File: config.mk
export PLATFORM = sky130hd
export DESIGN_NAME = hazard_controller_flat
export DESIGN_NICKNAME = d
export VERILOG_FILES = /design/src/rtl/hazard_controller_if.sv /design/src/rtl/hazard_controller.sv /design/src/flat_wrapper.sv
export SDC_FILE = /design/constraint.sdc
export NUM_CORES = 1
export LEC_CHECK = 0
export ABC_CLOCK_PERIOD_IN_PS = 2600
export BUFFER_PORTS_ARGS = -buffer_cell sky130_fd_sc_hd__buf_2
export CAP_MARGIN = 10
export CORE_ASPECT_RATIO = 1.5
export CORE_MARGIN = 8
export CORE_UTILIZATION = 50
export DETAILED_ROUTE_END_ITERATION = 7
export HOLD_SLACK_MARGIN = 0.12
export PLACE_DENSITY = 0.81
export SLEW_MARGIN = 15
export SYNTH_ARGS = -nofsm -noshare
export SYNTH_HDL_FRONTEND = slang
export SYNTH_SLANG_ARGS = --single-unit
export TNS_END_PERCENT = 50
File: constraint.sdc
create_clock -name clk -period 2.6 [get_ports clk]
set_input_delay 0.13 -clock clk [delete_from_list [all_inputs] [get_ports clk]]
set_output_delay 0.13 -clock clk [all_outputs]
set_load 0.005 [all_outputs]
File: src/rtl/hazard_controller_if.sv
// Pipeline-side bundle for the hazard controller: register addresses and
// control bits coming from each stage, plus forwarding selects, pipeline
// register enables and statistics going back.
interface hazard_controller_if #(
  parameter int CNT_W = 16
);
  logic [3:0]       ra1_d, ra2_d, ra3_d;
  logic [3:0]       ra1_e, ra2_e, ra3_e;
  logic [3:0]       wa_e, wa_m, wa_w;
  logic             reg_write_e, reg_write_m, reg_write_w;
  logic             mem_reg_e;
  logic             pc_src_d, pc_src_w;
  logic             branch_taken_e;
  logic [1:0]       fwd_a_e, fwd_b_e, fwd_c_e;
  logic             stall_f, stall_d;
  logic             flush_d, flush_e;
  logic             pc_wait;
  logic [CNT_W-1:0] stall_cnt, flush_cnt;

  // Pipeline side: drives stage information, consumes hazard decisions.
  modport master (
    output ra1_d, ra2_d, ra3_d, ra1_e, ra2_e, ra3_e,
    output wa_e, wa_m, wa_w, reg_write_e, reg_write_m, reg_write_w,
    output mem_reg_e, pc_src_d, pc_src_w, branch_taken_e,
    input  fwd_a_e, fwd_b_e, fwd_c_e, stall_f, stall_d,
    input  flush_d, flush_e, pc_wait, stall_cnt, flush_cnt
  );

  // Controller side.
  modport slave (
    input  ra1_d, ra2_d, ra3_d, ra1_e, ra2_e, ra3_e,
    input  wa_e, wa_m, wa_w, reg_write_e, reg_write_m, reg_write_w,
    input  mem_reg_e, pc_src_d, pc_src_w, branch_taken_e,
    output fwd_a_e, fwd_b_e, fwd_c_e, stall_f, stall_d,
    output flush_d, flush_e, pc_wait, stall_cnt, flush_cnt
  );
endinterface

File: src/rtl/hazard_controller.sv
// Hazard and sequencing controller for the 5-stage pipeline.
//
//   state     | meaning
//   ----------+-----------------------------------------------------------
//   ST_RUN    | normal issue; forwarding, load-use and branch handling
//   ST_PCWAIT | a PC-writing instruction is in flight; Decode is bubbled
//             | and Fetch held until that instruction reaches Writeback
module hazard_controller #(
  parameter int PC_REG = 15,
  parameter int CNT_W  = 16
) (
  input logic                clk,
  input logic                rst,
  hazard_controller_if.slave hz
);

  typedef enum logic {
    ST_RUN    = 1'b0,
    ST_PCWAIT = 1'b1
  } state_t;

  localparam logic [3:0]       PC_IDX  = 4'(PC_REG);
  localparam logic [CNT_W-1:0] CNT_MAX = '1;

  state_t           state_q, state_d;
  logic [CNT_W-1:0] stall_cnt_q, stall_cnt_d;
  logic [CNT_W-1:0] flush_cnt_q, flush_cnt_d;

  logic       ldstall;
  logic [1:0] fwd_a, fwd_b, fwd_c;
  logic       stall_f, stall_d, flush_d, flush_e;

  // The PC alias is read straight from the PC, so it is never forwarded.
  // Memory holds the younger result and therefore wins over Writeback.
  function automatic logic [1:0] fwd_sel(
    input logic [3:0] ra,
    input logic [3:0] wa_m,
    input logic [3:0] wa_w,
    input logic       rw_m,
    input logic       rw_w
  );
    if (ra == PC_IDX)            return 2'b00;
    if (rw_m && (wa_m == ra))    return 2'b10;
    if (rw_w && (wa_w == ra))    return 2'b01;
    return 2'b00;
  endfunction

  // Load in Execute whose destination is read by the instruction in Decode.
  always_comb begin
    ldstall = hz.mem_reg_e && hz.reg_write_e && (hz.wa_e != PC_IDX) &&
              ((hz.wa_e == hz.ra1_d) || (hz.wa_e == hz.ra2_d) ||
               (hz.wa_e == hz.ra3_d));
  end

  // Execute-stage operand selects; forced to the register file during reset.
  always_comb begin
    fwd_a = 2'b00;
    fwd_b = 2'b00;
    fwd_c = 2'b00;
    if (!rst) begin
      fwd_a = fwd_sel(hz.ra1_e, hz.wa_m, hz.wa_w, hz.reg_write_m, hz.reg_write_w);
      fwd_b = fwd_sel(hz.ra2_e, hz.wa_m, hz.wa_w, hz.reg_write_m, hz.reg_write_w);
      fwd_c = fwd_sel(hz.ra3_e, hz.wa_m, hz.wa_w, hz.reg_write_m, hz.reg_write_w);
    end
  end

  // FSM state register.
  always_ff @(posedge clk) begin
    if (rst) state_q <= ST_RUN;
    else     state_q <= state_d;
  end

  // FSM next state. A PC write is not tracked when the Decode instruction
  // is about to be flushed by a branch or held back by a load-use stall.
  // A taken branch while waiting cannot happen legally; returning to RUN
  // keeps the controller from wedging if it ever does.
  always_comb begin
    state_d = state_q;
    case (state_q)
      ST_RUN: begin
        if (hz.pc_src_d && !hz.branch_taken_e && !ldstall) state_d = ST_PCWAIT;
      end
      ST_PCWAIT: begin
        if (hz.pc_src_w || hz.branch_taken_e) state_d = ST_RUN;
      end
      default: state_d = ST_RUN;
    endcase
  end

  // Pipeline register enables, in strict priority order.
  always_comb begin
    stall_f = 1'b0;
    stall_d = 1'b0;
    flush_d = 1'b0;
    flush_e = 1'b0;
    if (!rst) begin
      if (hz.branch_taken_e) begin
        // The dependent instruction of any load-use is being squashed anyway.
        flush_d = 1'b1;
        flush_e = 1'b1;
      end else if (ldstall && (state_q == ST_RUN)) begin
        stall_f = 1'b1;
        stall_d = 1'b1;
        flush_e = 1'b1;
      end else if ((state_q == ST_PCWAIT) || hz.pc_src_d) begin
        stall_f = 1'b1;
        flush_d = 1'b1;
      end else if (hz.pc_src_w) begin
        flush_d = 1'b1;
      end
    end
  end

  // Saturating statistics next values.
  always_comb begin
    stall_cnt_d = stall_cnt_q;
    flush_cnt_d = flush_cnt_q;
    if (stall_f && (stall_cnt_q != CNT_MAX))
      stall_cnt_d = stall_cnt_q + 1'b1;
    if ((flush_d || flush_e) && (flush_cnt_q != CNT_MAX))
      flush_cnt_d = flush_cnt_q + 1'b1;
  end

  // Statistics registers.
  always_ff @(posedge clk) begin
    if (rst) begin
      stall_cnt_q <= '0;
      flush_cnt_q <= '0;
    end else begin
      stall_cnt_q <= stall_cnt_d;
      flush_cnt_q <= flush_cnt_d;
    end
  end

  assign hz.fwd_a_e   = fwd_a;
  assign hz.fwd_b_e   = fwd_b;
  assign hz.fwd_c_e   = fwd_c;
  assign hz.stall_f   = stall_f;
  assign hz.stall_d   = stall_d;
  assign hz.flush_d   = flush_d;
  assign hz.flush_e   = flush_e;
  assign hz.pc_wait   = (state_q == ST_PCWAIT);
  assign hz.stall_cnt = stall_cnt_q;
  assign hz.flush_cnt = flush_cnt_q;

endmodule

File: src/flat_wrapper.sv
// flat-port wrapper written by rule: the top's interface ports become plain ports
module hazard_controller_flat 
#(
  parameter int PC_REG = 15,
  parameter int CNT_W  = 16
)
  (clk, rst, hz_ra1_d, hz_ra2_d, hz_ra3_d, hz_ra1_e, hz_ra2_e, hz_ra3_e, hz_wa_e, hz_wa_m, hz_wa_w, hz_reg_write_e, hz_reg_write_m, hz_reg_write_w, hz_mem_reg_e, hz_pc_src_d, hz_pc_src_w, hz_branch_taken_e, hz_fwd_a_e, hz_fwd_b_e, hz_fwd_c_e, hz_stall_f, hz_stall_d, hz_flush_d, hz_flush_e, hz_pc_wait, hz_stall_cnt, hz_flush_cnt);
  hazard_controller_if #(.CNT_W(CNT_W)) hz_i ();
  input logic clk;
  input logic rst;
  input wire logic [$bits(hz_i.ra1_d)-1:0] hz_ra1_d;
  input wire logic [$bits(hz_i.ra2_d)-1:0] hz_ra2_d;
  input wire logic [$bits(hz_i.ra3_d)-1:0] hz_ra3_d;
  input wire logic [$bits(hz_i.ra1_e)-1:0] hz_ra1_e;
  input wire logic [$bits(hz_i.ra2_e)-1:0] hz_ra2_e;
  input wire logic [$bits(hz_i.ra3_e)-1:0] hz_ra3_e;
  input wire logic [$bits(hz_i.wa_e)-1:0] hz_wa_e;
  input wire logic [$bits(hz_i.wa_m)-1:0] hz_wa_m;
  input wire logic [$bits(hz_i.wa_w)-1:0] hz_wa_w;
  input wire logic [$bits(hz_i.reg_write_e)-1:0] hz_reg_write_e;
  input wire logic [$bits(hz_i.reg_write_m)-1:0] hz_reg_write_m;
  input wire logic [$bits(hz_i.reg_write_w)-1:0] hz_reg_write_w;
  input wire logic [$bits(hz_i.mem_reg_e)-1:0] hz_mem_reg_e;
  input wire logic [$bits(hz_i.pc_src_d)-1:0] hz_pc_src_d;
  input wire logic [$bits(hz_i.pc_src_w)-1:0] hz_pc_src_w;
  input wire logic [$bits(hz_i.branch_taken_e)-1:0] hz_branch_taken_e;
  output wire logic [$bits(hz_i.fwd_a_e)-1:0] hz_fwd_a_e;
  output wire logic [$bits(hz_i.fwd_b_e)-1:0] hz_fwd_b_e;
  output wire logic [$bits(hz_i.fwd_c_e)-1:0] hz_fwd_c_e;
  output wire logic [$bits(hz_i.stall_f)-1:0] hz_stall_f;
  output wire logic [$bits(hz_i.stall_d)-1:0] hz_stall_d;
  output wire logic [$bits(hz_i.flush_d)-1:0] hz_flush_d;
  output wire logic [$bits(hz_i.flush_e)-1:0] hz_flush_e;
  output wire logic [$bits(hz_i.pc_wait)-1:0] hz_pc_wait;
  output wire logic [$bits(hz_i.stall_cnt)-1:0] hz_stall_cnt;
  output wire logic [$bits(hz_i.flush_cnt)-1:0] hz_flush_cnt;
  assign hz_i.ra1_d = hz_ra1_d;
  assign hz_i.ra2_d = hz_ra2_d;
  assign hz_i.ra3_d = hz_ra3_d;
  assign hz_i.ra1_e = hz_ra1_e;
  assign hz_i.ra2_e = hz_ra2_e;
  assign hz_i.ra3_e = hz_ra3_e;
  assign hz_i.wa_e = hz_wa_e;
  assign hz_i.wa_m = hz_wa_m;
  assign hz_i.wa_w = hz_wa_w;
  assign hz_i.reg_write_e = hz_reg_write_e;
  assign hz_i.reg_write_m = hz_reg_write_m;
  assign hz_i.reg_write_w = hz_reg_write_w;
  assign hz_i.mem_reg_e = hz_mem_reg_e;
  assign hz_i.pc_src_d = hz_pc_src_d;
  assign hz_i.pc_src_w = hz_pc_src_w;
  assign hz_i.branch_taken_e = hz_branch_taken_e;
  assign hz_fwd_a_e = hz_i.fwd_a_e;
  assign hz_fwd_b_e = hz_i.fwd_b_e;
  assign hz_fwd_c_e = hz_i.fwd_c_e;
  assign hz_stall_f = hz_i.stall_f;
  assign hz_stall_d = hz_i.stall_d;
  assign hz_flush_d = hz_i.flush_d;
  assign hz_flush_e = hz_i.flush_e;
  assign hz_pc_wait = hz_i.pc_wait;
  assign hz_stall_cnt = hz_i.stall_cnt;
  assign hz_flush_cnt = hz_i.flush_cnt;
  hazard_controller #(.PC_REG(PC_REG), .CNT_W(CNT_W)) u_core (.clk(clk), .rst(rst), .hz(hz_i));
endmodule
==> impl_metrics.yaml <==
sta:
  hold_viol: 0
  hold-worst-slack_ps: 242
  period_minus_slack_ps: 2140
  slew-limit-headroom_pct: 52.1
  worst-slew-pin-transition_ps: 718
  fin_ws_ps: 457
  clock_skew_ps: 4.52
  rsz0062_at_grt: "false"
  slew_viol_final: 0
  final-setup-viol-count: 0
  post-route-period-util_pct: 82.4
  fin_setup_tns_ps: 0
  fmax_mhz: 467
global_routing:
  grt_pass1_wl_um: 10900
  antenna_found_initial: 0
  overflow: 0
  grt_start_max_net_pins: 41
  grt_usage_pct: 18.6
  grt_pass1_vias: 2382
layout:
  drive_gt1_share_pct: 29.1
  insertedDiodeCount: 0
  nets: 403
  layout_commonest_cell: "buf_2"
  final_util_pct: 65.6
  areaGrowthSynthToFinish_pct: 27.4
  fin_cells: 403
  final_cell_mix: "buf_2, dfxtp_1, nand3_1"
  postLayoutCellArea_um2: 2760
setup_path:
  worst-path-max-fanout: 22
  worstPathRequired_ps: 2820
  crit_type: "reg2reg"
  cp-end-kind: "flip-flop"
  critPathLaunchType: "flip-flop"
  critPathArrivalTime_ps: 2360
logic_synthesis:
  synth_nets: 315
  yosys-top-cells-area: "dfxtp_1, xor2_1, nand3_1"
  synth_ff_type: "dfxtp_1"
  synth-seq-cells: 33
  synthArstFlopShare_pct: 0
  syn_area_per_cell_um2: 8.09
  synth_area_leader_cell: "dfxtp_1"
  synth_top_area_share_pct: 30.5
  synth.distinct_cells: 41
  yosysSeqAreaShare_pct: 30.5
  synthesis.area_um2: 2170
  yosys_warnings: 0
  synth-edff-count: 0
  synthCells: 268
power:
  p_clk_share_pct: 41.4
  p_int_mw: 0.908
  p_switching_mw: 0.303
  ir_worst_vdd_mv: 0.406
  comb_power_share_pct: 15.8
  p_per_area_nw_per_um2: 438
  power.total_mw: 1.21
  p_leak_nw: 1.19
  seq_power_share_pct: 42.8
  swShare_pct: 25.0
placement:
  gp_congestion: 0.829
  io_buffers: 87
  dp.cells: 394
  hpwl_um: 5130
  place_area_um2: 2640
  dp_worst_setup_slack_ps: 503
cts:
  cts_resized: 0
  clkTransAtPathRegs_ps: 70
  cts.htree.levels: 2
  cts_sinks: 33
  cts_hold_buffers: 1
  clk_latency_ps: 290
  cts_tree: "built"
  cts_root_buf: "clkbuf_8"
  cts_buffer_depth: 2
  post-cts-setup-buffer-count: 0
  cts_buffers: 5
drt:
  vias: 2371
  drt_iter0_drc: 92
  remaining_drc_errors: 0
  detail_route.vias_per_cell: 5.88
  drtPass1Iterations: 4
  post_drt_wl_per_cell_um: 16.0
  ant_nets: 0
  wl_um: 6430
floorplan:
  num_rows: 29
  ios: 88
  die_w_um: 69.8
  die_h_um: 96.7
  die_area_um2: 6740
  start_util_pct: 51.5
  core_area_um2: 4210
worst_hold_path:
  hold_path.class: "in2reg"
run_status:
  status: "complete, no violations"
run:
  max-cap-violations: 0
-- power by group through the flow --
stage | Clock [mW] | Combinational, mW | Sequential (mW)
detailed placement | 0 | 0.190 | 0.530
floorplan | 0 | 0.100 | 0.530
global route | 0.527 | 0.211 | 0.519
finish | 0.501 | 0.191 | 0.519
CTS | 0.509 | 0.192 | 0.519
global placement | 0 | 0.185 | 0.529
-- synth_stat cells (2+ instances only) --
cell      number
dfxtp_1       33
nand3_1       30
xor2_1        22
a21oi_1       20
nor2_1        17
o21ai_0       16
xnor2_1       16
and3_1        12
nand4_1       12
o31ai_1       10
or3_1          9
nor3_1         8
nand2_1        6
or4_1          6
inv_1          5
a41o_1         4
clkbuf_1       4
nor2b_1        4
nor4_1         4
buf_2          3
nand2b_1       3
a311oi_1       2
ha_1           2
mux2i_1        2
nand3_2        2
-- routing by layer --
| metal | global-route usage, % | vias to the layer above | part of all wire [%] |
|---|---|---|---|
| met2 | 35.7 | 78 | 54 |
| met4 | 6.06 | 0 | 1.6 |
| met1 | 17.3 | 1101 | 37 |
| li1 | - | 1183 | - |
| met3 | 6.54 | 9 | 7.4 |
| met5 | 0 | - | 0 |
-- worst max-delay path: stages, from the launching register on --
cell	delay, ps
dfxtp_1	350
ha_1	250
and3_1	240
a31oi_4	260
o21ai_2	250
or4_1	570
a21oi_1	140
-- worst paths after layout --
check	cells after the start	slack [ps]	end	start
setup / recovery	6	460	u_core.hz.flush_cnt[13]	u_core.hz.flush_cnt[0]
hold / removal	4	240	u_core.hz.pc_wait	hz_pc_src_w
setup reg to reg	6	460	u_core.hz.flush_cnt[13]	u_core.hz.flush_cnt[0]
hold reg to reg	1	490	u_core.hz.flush_cnt[4]	u_core.hz.flush_cnt[4]
-- cells by family after synthesis --
kind of cell / Yosys count / share of synthesized area (%)
AND/OR/NAND/NOR: 118 / 30.2
AO/OA/AOI/OAI: 61 / 19.2
XOR/XNOR: 38 / 15.3
flip-flops: 33 / 30.5
buffers and inverters: 14 / 2.77
multiplexers: 2 / 0.923
adder cells (fa/ha/maj): 2 / 1.15
-- area by class of cell --
class                           instances  area [µm²]
Clock inverter                          1        30.0
Fill cell                             365        1450
Inverter                                5        18.8
Clock buffer                            7        86.3
Timing Repair Buffer                   90         460
Sequential cell                        33         661
Tap cell                               46        57.6
Multi-Input combinational cell        221        1450
-- flip-flops by register name (all words and copies together), names as in the netlist --
name / flops
u_core.hz.flush_cnt: 16
u_core.hz.stall_cnt: 16
u_core.hz.pc_wait: 1
Power figures use the tool's default switching activity.
